[src/rtl/mac_inv_pkg.sv]
// Shared types and width constants for the mac_inverse_div divider.
// DATA_W sets the operand width; every other width is derived from it here.
package mac_inv_pkg;

    localparam int DATA_W = 8;
    localparam int DW2    = 2 * DATA_W;
    localparam int CNT_W  = $clog2(DW2);

    typedef enum logic [1:0] {
        IDLE,
        SUB,
        DIV,
        DONE
    } state_e;

endpackage

[src/rtl/mac_inv_div_step.sv]
// One combinational restoring-division step: shift in a dividend bit and
// subtract the divisor if the widened remainder allows it.
module mac_inv_div_step
    import mac_inv_pkg::*;
(
    input  logic [DATA_W:0]   rem_in,
    input  logic              bit_in,
    input  logic [DATA_W-1:0] divisor,
    output logic [DATA_W:0]   rem_out,
    output logic              q_bit
);

    logic [DATA_W+1:0] shifted;
    logic [DATA_W:0]   reduced;

    // NOTE: every variable written here gets a value on every path, so no latch is inferred.
    always_comb begin
        shifted = {rem_in, bit_in};
        q_bit   = (shifted >= {2'b00, divisor});
        // rem_in < divisor keeps the difference below divisor, so the low bits suffice.
        reduced = shifted[DATA_W:0] - {1'b0, divisor};
        rem_out = q_bit ? reduced : shifted[DATA_W:0];
    end

endmodule

[src/rtl/mac_inverse_div.sv]
// Recovers a = (d - c) / b and the remainder with a multi-cycle restoring divider.
// Define MAC_INV_RANGE_CHECK_EN to flag quotients that do not fit in DATA_W bits.
module mac_inverse_div
    import mac_inv_pkg::*;
(
    input  logic              clk_i,
    input  logic              rst_ni,
    input  logic              valid_i,
    output logic              ready_o,
    input  logic [DW2-1:0]    d_i,
    input  logic [DATA_W-1:0] b_i,
    input  logic [DATA_W-1:0] c_i,
    output logic              valid_o,
    input  logic              ready_i,
    output logic [DW2-1:0]    q_o,
    output logic [DATA_W-1:0] r_o,
    output logic              dz_o,
    output logic              uf_o,
    output logic              range_o
);

    state_e            state_q, state_d;
    logic [DW2-1:0]    d_q, diff_q, q_q, diff;
    logic [DATA_W-1:0] b_q, c_q, r_q;
    logic [DATA_W:0]   rem_q, rem_next;
    logic [CNT_W-1:0]  cnt_q;
    logic              dz_q, uf_q, q_bit;
    logic              accept, underflow, last_step;

    assign accept    = valid_i && ready_o;
    assign diff      = d_q - {{DATA_W{1'b0}}, c_q};
    assign underflow = d_q < {{DATA_W{1'b0}}, c_q};
    assign last_step = (cnt_q == CNT_W'(DW2 - 1));

    mac_inv_div_step u_step (
        .rem_in  (rem_q),
        .bit_in  (diff_q[DW2-1]),
        .divisor (b_q),
        .rem_out (rem_next),
        .q_bit   (q_bit)
    );

    // NOTE: sequential state is assigned with <= so every register samples pre-edge values.
    always_ff @(posedge clk_i) begin
        if (!rst_ni) state_q <= IDLE;
        else         state_q <= state_d;
    end

    always_comb begin
        state_d = state_q;
        case (state_q)
            IDLE:    if (accept) state_d = SUB;
            SUB:     state_d = (underflow || b_q == '0) ? DONE : DIV;
            DIV:     if (last_step) state_d = DONE;
            DONE:    if (ready_i) state_d = IDLE;
            default: state_d = IDLE;
        endcase
    end

    always_comb begin
        ready_o = (state_q == IDLE);
        valid_o = (state_q == DONE);
    end

    always_ff @(posedge clk_i) begin
        if (!rst_ni) begin
            d_q    <= '0;
            b_q    <= '0;
            c_q    <= '0;
            diff_q <= '0;
            rem_q  <= '0;
            cnt_q  <= '0;
            q_q    <= '0;
            r_q    <= '0;
            dz_q   <= 1'b0;
            uf_q   <= 1'b0;
        end else begin
            case (state_q)
                IDLE: if (accept) begin
                    d_q  <= d_i;
                    b_q  <= b_i;
                    c_q  <= c_i;
                    q_q  <= '0;
                    r_q  <= '0;
                    dz_q <= 1'b0;
                    uf_q <= 1'b0;
                end
                SUB: begin
                    diff_q <= diff;
                    rem_q  <= '0;
                    cnt_q  <= '0;
                    // Underflow wins over divide-by-zero when both apply.
                    if (underflow) begin
                        uf_q <= 1'b1;
                    end else if (b_q == '0) begin
                        dz_q <= 1'b1;
                        q_q  <= '1;
                    end
                end
                DIV: begin
                    q_q    <= {q_q[DW2-2:0], q_bit};
                    rem_q  <= rem_next;
                    diff_q <= diff_q << 1;
                    cnt_q  <= cnt_q + CNT_W'(1);
                    if (last_step) r_q <= rem_next[DATA_W-1:0];
                end
                default: ;
            endcase
        end
    end

    assign q_o  = q_q;
    assign r_o  = r_q;
    assign dz_o = dz_q;
    assign uf_o = uf_q;

`ifdef MAC_INV_RANGE_CHECK_EN
    assign range_o = valid_o && !dz_q && !uf_q && (q_q[DW2-1:DATA_W] != '0);
`else
    assign range_o = 1'b0;
`endif

endmodule
[config.mk]
export PLATFORM = sky130hd
export DESIGN_NAME = mac_inverse_div
export DESIGN_NICKNAME = d
export VERILOG_FILES = /design/src/rtl/mac_inv_pkg.sv /design/src/rtl/mac_inv_div_step.sv /design/src/rtl/mac_inverse_div.sv
export SDC_FILE = /design/constraint.sdc
export NUM_CORES = 1
export LEC_CHECK = 0
export ABC_CLOCK_PERIOD_IN_PS = 3300
export CORE_ASPECT_RATIO = 0.6
export CORE_MARGIN = 3
export CORE_UTILIZATION = 54
export DETAILED_ROUTE_END_ITERATION = 8
export GPL_TIMING_DRIVEN = 0
export PLACE_DENSITY = 0.79
export SLEW_MARGIN = 20
export SYNTH_ARGS = -nofsm -noshare
export SYNTH_HDL_FRONTEND = slang
export SYNTH_HIERARCHICAL = 1
export SYNTH_SLANG_ARGS = --single-unit
[constraint.sdc]
create_clock -name clk_i -period 3.3 [get_ports clk_i]
set_input_delay 0.33 -clock clk_i [delete_from_list [all_inputs] [get_ports clk_i]]
set_output_delay 0.33 -clock clk_i [all_outputs]
set_load 0.005 [all_outputs]
==> impl_summary.txt <==
----------------------------------------------------
[Run]
  Max Cap Viol ... 0

[Cells and area]
  Area growth from synthesis to layout ... 23.8%
  Fill cells ... 665
  Fraction of final layout cells with drive strength greater than 1 ... 8.13%
  Total number of nets in the final design ... 694
  Most common library cell in the layout ignoring fill and taps ... nand2_1
  Area taken by flip-flops and latches ... 1780 sq um
  Commonest cells after routing, fill and taps aside ... nand2_1, dfxtp_1, a21oi_1
  Count of placed standard cells in the final layout, fillers left out ... 748
  Number of antenna cells inserted ... 0
  Area taken by multi-input logic gates ... 2600 sq um

[Routing]
  Post-detailed-route DRC marker count ... 0
  Violation count after the first detailed-route iteration ... 392
  Vias per cell ... 5.91
  Remaining antenna violation count ... 0
  Length of the first detailed-routing pass in iterations ... 7
  Aggregate routed wire length ... 12200 microns
  Via count of the routed design ... 4419
  Avg WL per Cell ... 16.3 microns

[Timing]
  Maximum operating frequency ... 342 MHz
  Relative slew margins ... 48.2%
  Max Slew Vio Count ... 0
  Setup repair after global routing missed its margin ... no
  Least-Margin Pin Slew ... 772 ps
  Tcrit/Tclk final ... 88.6%
  Setup-failing EPs final ... 0
  Final period demand of the worst path ... 2920 ps
  Final Hold Violating Endpoints ... 0
  Setup clock skew after layout ... 5.78 ps
  Total negative slack for setup checks ... 0 ps

[Placed design]
  Hpwl dp ... 9200 microns
  Final estimated routing congestion in global placement ... 0.932
  Cell count after placement ... 732
  PortBufs ... 63

[Worst setup path]
  Cells traversed along the worst timing path ... ha_1, inv_1, fa_1, a21o_1, a21oi_2, o211ai_2, nor3_4, mux2_2, a22oi_1, nor2_1
  Slack of the worst reg-to-reg path ... 380 ps
  Type of element launching the critical path ... flop
  RR Startpoint ... b_q[0]$_SDFFE_PN0P_
  Worst reg2reg endpoint ... r_o[7]$_SDFFE_PN0P_
  Crit Path Max Fanout ... 9
  Crit Path Class ... flop to flop
  Largest stage delay, worst path ... 440 ps
  WP data required ... 3510 ps
  Critical path data arrival time ... 3140 ps
  CP endpoint kind ... flop
  Worst r2r path cells ... 10
  Cell at the slowest stage of the critical path ... nor3_4

[Clock tree]
  Hold buffer count at CTS ... 0
  PostCTS Resize Cnt ... 0
  TritonCTS clock tree ... done
  Clock transition at the register clock pins on the worst setup and hold paths after CTS ... 60 ps
  CTS buffer count ... 9
  H-tree lvl count ... 3
  CTS Sinks ... 89
  Post-CTS setup buffers ... 0
  Clk root buf ... clkbuf_16
  Bufs on Longest Clock Path ... 2
  Insertion delay of the later-clocked pin in the worst-skew pair ... 350 ps

[Yosys]
  Synth Cell Area ... 4620 sq um
  Warnings, synthesis ... 6
  Number of enable flip-flop cells after synthesis ... 0
  Fraction of synthesis flops using an asynchronous set or reset pin ... 0%
  Top FF cell, synth ... dfxtp_1
  Synthesized instance count ... 561
  Total of flip-flops plus latches after synthesis ... 89
  Post-synth net total ... 620
  Synth cell types ... 67
  Sequential fraction of the synthesis area ... 38.6%
  Average size of a mapped cell ... 8.24 sq um

[Global route]
  Initial antenna violation count ... 0
  Total GRT Usage ... 25.8%
  Global-route wire length before repair ... 20500 microns
  Overflow after GRT ... 0
  Largest net degree at the start of global routing ... 15
  Number of global-route vias before repair ... 4159

[Min path]
  Worst min-delay path class ... flop to flop
  Endpoint of the worst hold-timing path ... c_q[0]$_SDFFE_PN0P_
  Hold Path Depth ... 2
  Hold path startpoint ... c_q[0]$_SDFFE_PN0P_

[Power and ir drop]
  Worst vdd ir ... 0.421 mV
  PD cells ... 895 nW/um^2
  Leakage power of the design ... 2.19 nW

[Floorplan]
  Die Outline Area ... 9740 sq um
  Initial Utilization ... 57.0%
  Chip height ... 77.7 microns
  Number of cell rows ... 25
  Width of the die ... 125 microns
  Core Region ... 8100 sq um
  I/O pin total ... 65

[Outcome]
  Outcome ... complete, no violations

----------------------------------------------------
-- power breakdown --
group | total, mW | internal (mW) | switching [mW]
clock network | 1.12 | 0.701 | 0.417
registers | 1.51 | 1.33 | 0.182
logic | 2.49 | 1.05 | 1.44
-- registers in the layout (all words and copies together), names as in the netlist --
name	count
c_q	8
dz_o	1
diff_q	16
q_o	16
uf_o	1
b_q	8
state_q	2
d_q	16
cnt_q	4
r_o	8
rem_q	9
-- routing by layer --
metal,part of all wire (%),track usage [%]
met3,8.3,5.91
met2,42,38.8
met4,1.1,7.14
met5,0,0
met1,48,37.2
-- cell families (layout without fill, tap and decap cells) --
| group | Yosys count | in the layout | share of synthesized area (%) |
|---|---|---|---|
| AO/OA/AOI/OAI | 167 | 167 | 25.1 |
| adder cells (fa/ha/maj) | 23 | 23 | 6.55 |
| buffers and inverters | 60 | 139 | 5.31 |
| AND/OR/NAND/NOR | 197 | 197 | 19.4 |
| multiplexers | 11 | 11 | 2.57 |
| other | 1 | 1 | 0.0812 |
| XOR/XNOR | 13 | 13 | 2.46 |
| flip-flops | 89 | 89 | 38.6 |
-- cells in the mapped netlist (all sizes together) (2+ instances only) --
library cell	n	area, sq um
buf	8	50.0
nand3	10	50.1
nor3	8	51.3
nand4	3	18.8
clkbuf	23	86.3
nand2b	9	56.3
mux2i	4	40.0
and3	6	37.5
ha	21	263
dfxtp	89	1780
a31oi	2	12.5
o21ai	17	100
a211oi	3	22.5
nor2b	4	25.0
o31a	2	17.5
and2	3	20.0
o22ai	2	12.5
nor2	34	128
a21oi	75	390
xor2	4	35.0
o21bai	2	15.0
o211ai	7	57.6
o2111ai	2	17.5
or3	4	30.0
fa	2	40.0
nor4	5	31.3
inv	29	109
a22oi	36	329
nor3b	3	22.5
a21o	5	46.3
nand2	103	387
o211a	2	20.0
o21a	2	15.0
xnor2	9	78.8
mux2	7	78.8
-- worst max-delay path by stage --
| stage | start | endpoint | slack, ps | cells past startpoint |
|---|---|---|---|---|
| final | b_q[0]$_SDFFE_PN0P_ | r_o[7]$_SDFFE_PN0P_ | 380 | 10 |
| after global routing | b_q[0]$_SDFFE_PN0P_ | r_o[4]$_SDFFE_PN0P_ | 200 | 10 |
| after CTS | b_q[0]$_SDFFE_PN0P_ | r_o[5]$_SDFFE_PN0P_ | 420 | 10 |
| after detailed placement | b_q[0]$_SDFFE_PN0P_ | r_o[5]$_SDFFE_PN0P_ | 430 | 10 |
| after global placement | b_q[0]$_SDFFE_PN0P_ | r_o[3]$_SDFFE_PN0P_ | 480 | 10 |
| after floorplan | diff_q[15]$_SDFFE_PN0P_ | r_o[7]$_SDFFE_PN0P_ | 830 | 11 |
-- area by class of cell --
type                       instances  area share [%]
inverter                          29            1.90
clock inverter                     5            1.36
tap                              108            2.36
sequential                        89            31.1
multi-input combinational        412            45.4
timing repair buffer              63            11.0
buffer                            31            2.38
clock buffer                      11            4.42
-- per-stage QoR --
stage | hold slack [ps] | power, mW | setup slack, ps | cell area [sq um] | util, %
final | 461 | 5.12 | 377 | 5720 | 70.6
after global routing | 485 | 5.45 | 195 | 5720 | 70.6
after CTS | 461 | 5.08 | 423 | 5720 | 70.6
after detailed placement | 449 | 3.97 | 434 | 5390 | 66.5
after global placement | 445 | 3.89 | 478 | 5390 | 66.5
after floorplan | 436 | 3.22 | 831 | 4620 | -
-- critical path: cells and delay by family, from the launching register on --
kind            cells  cell delay, ps
fa+ha+maj           2             600
flops               1             410
compound gates      4             780
buf+inv             1              60
simple gates        2             500
mux                 1             430
(Power assumes the default switching activity.)
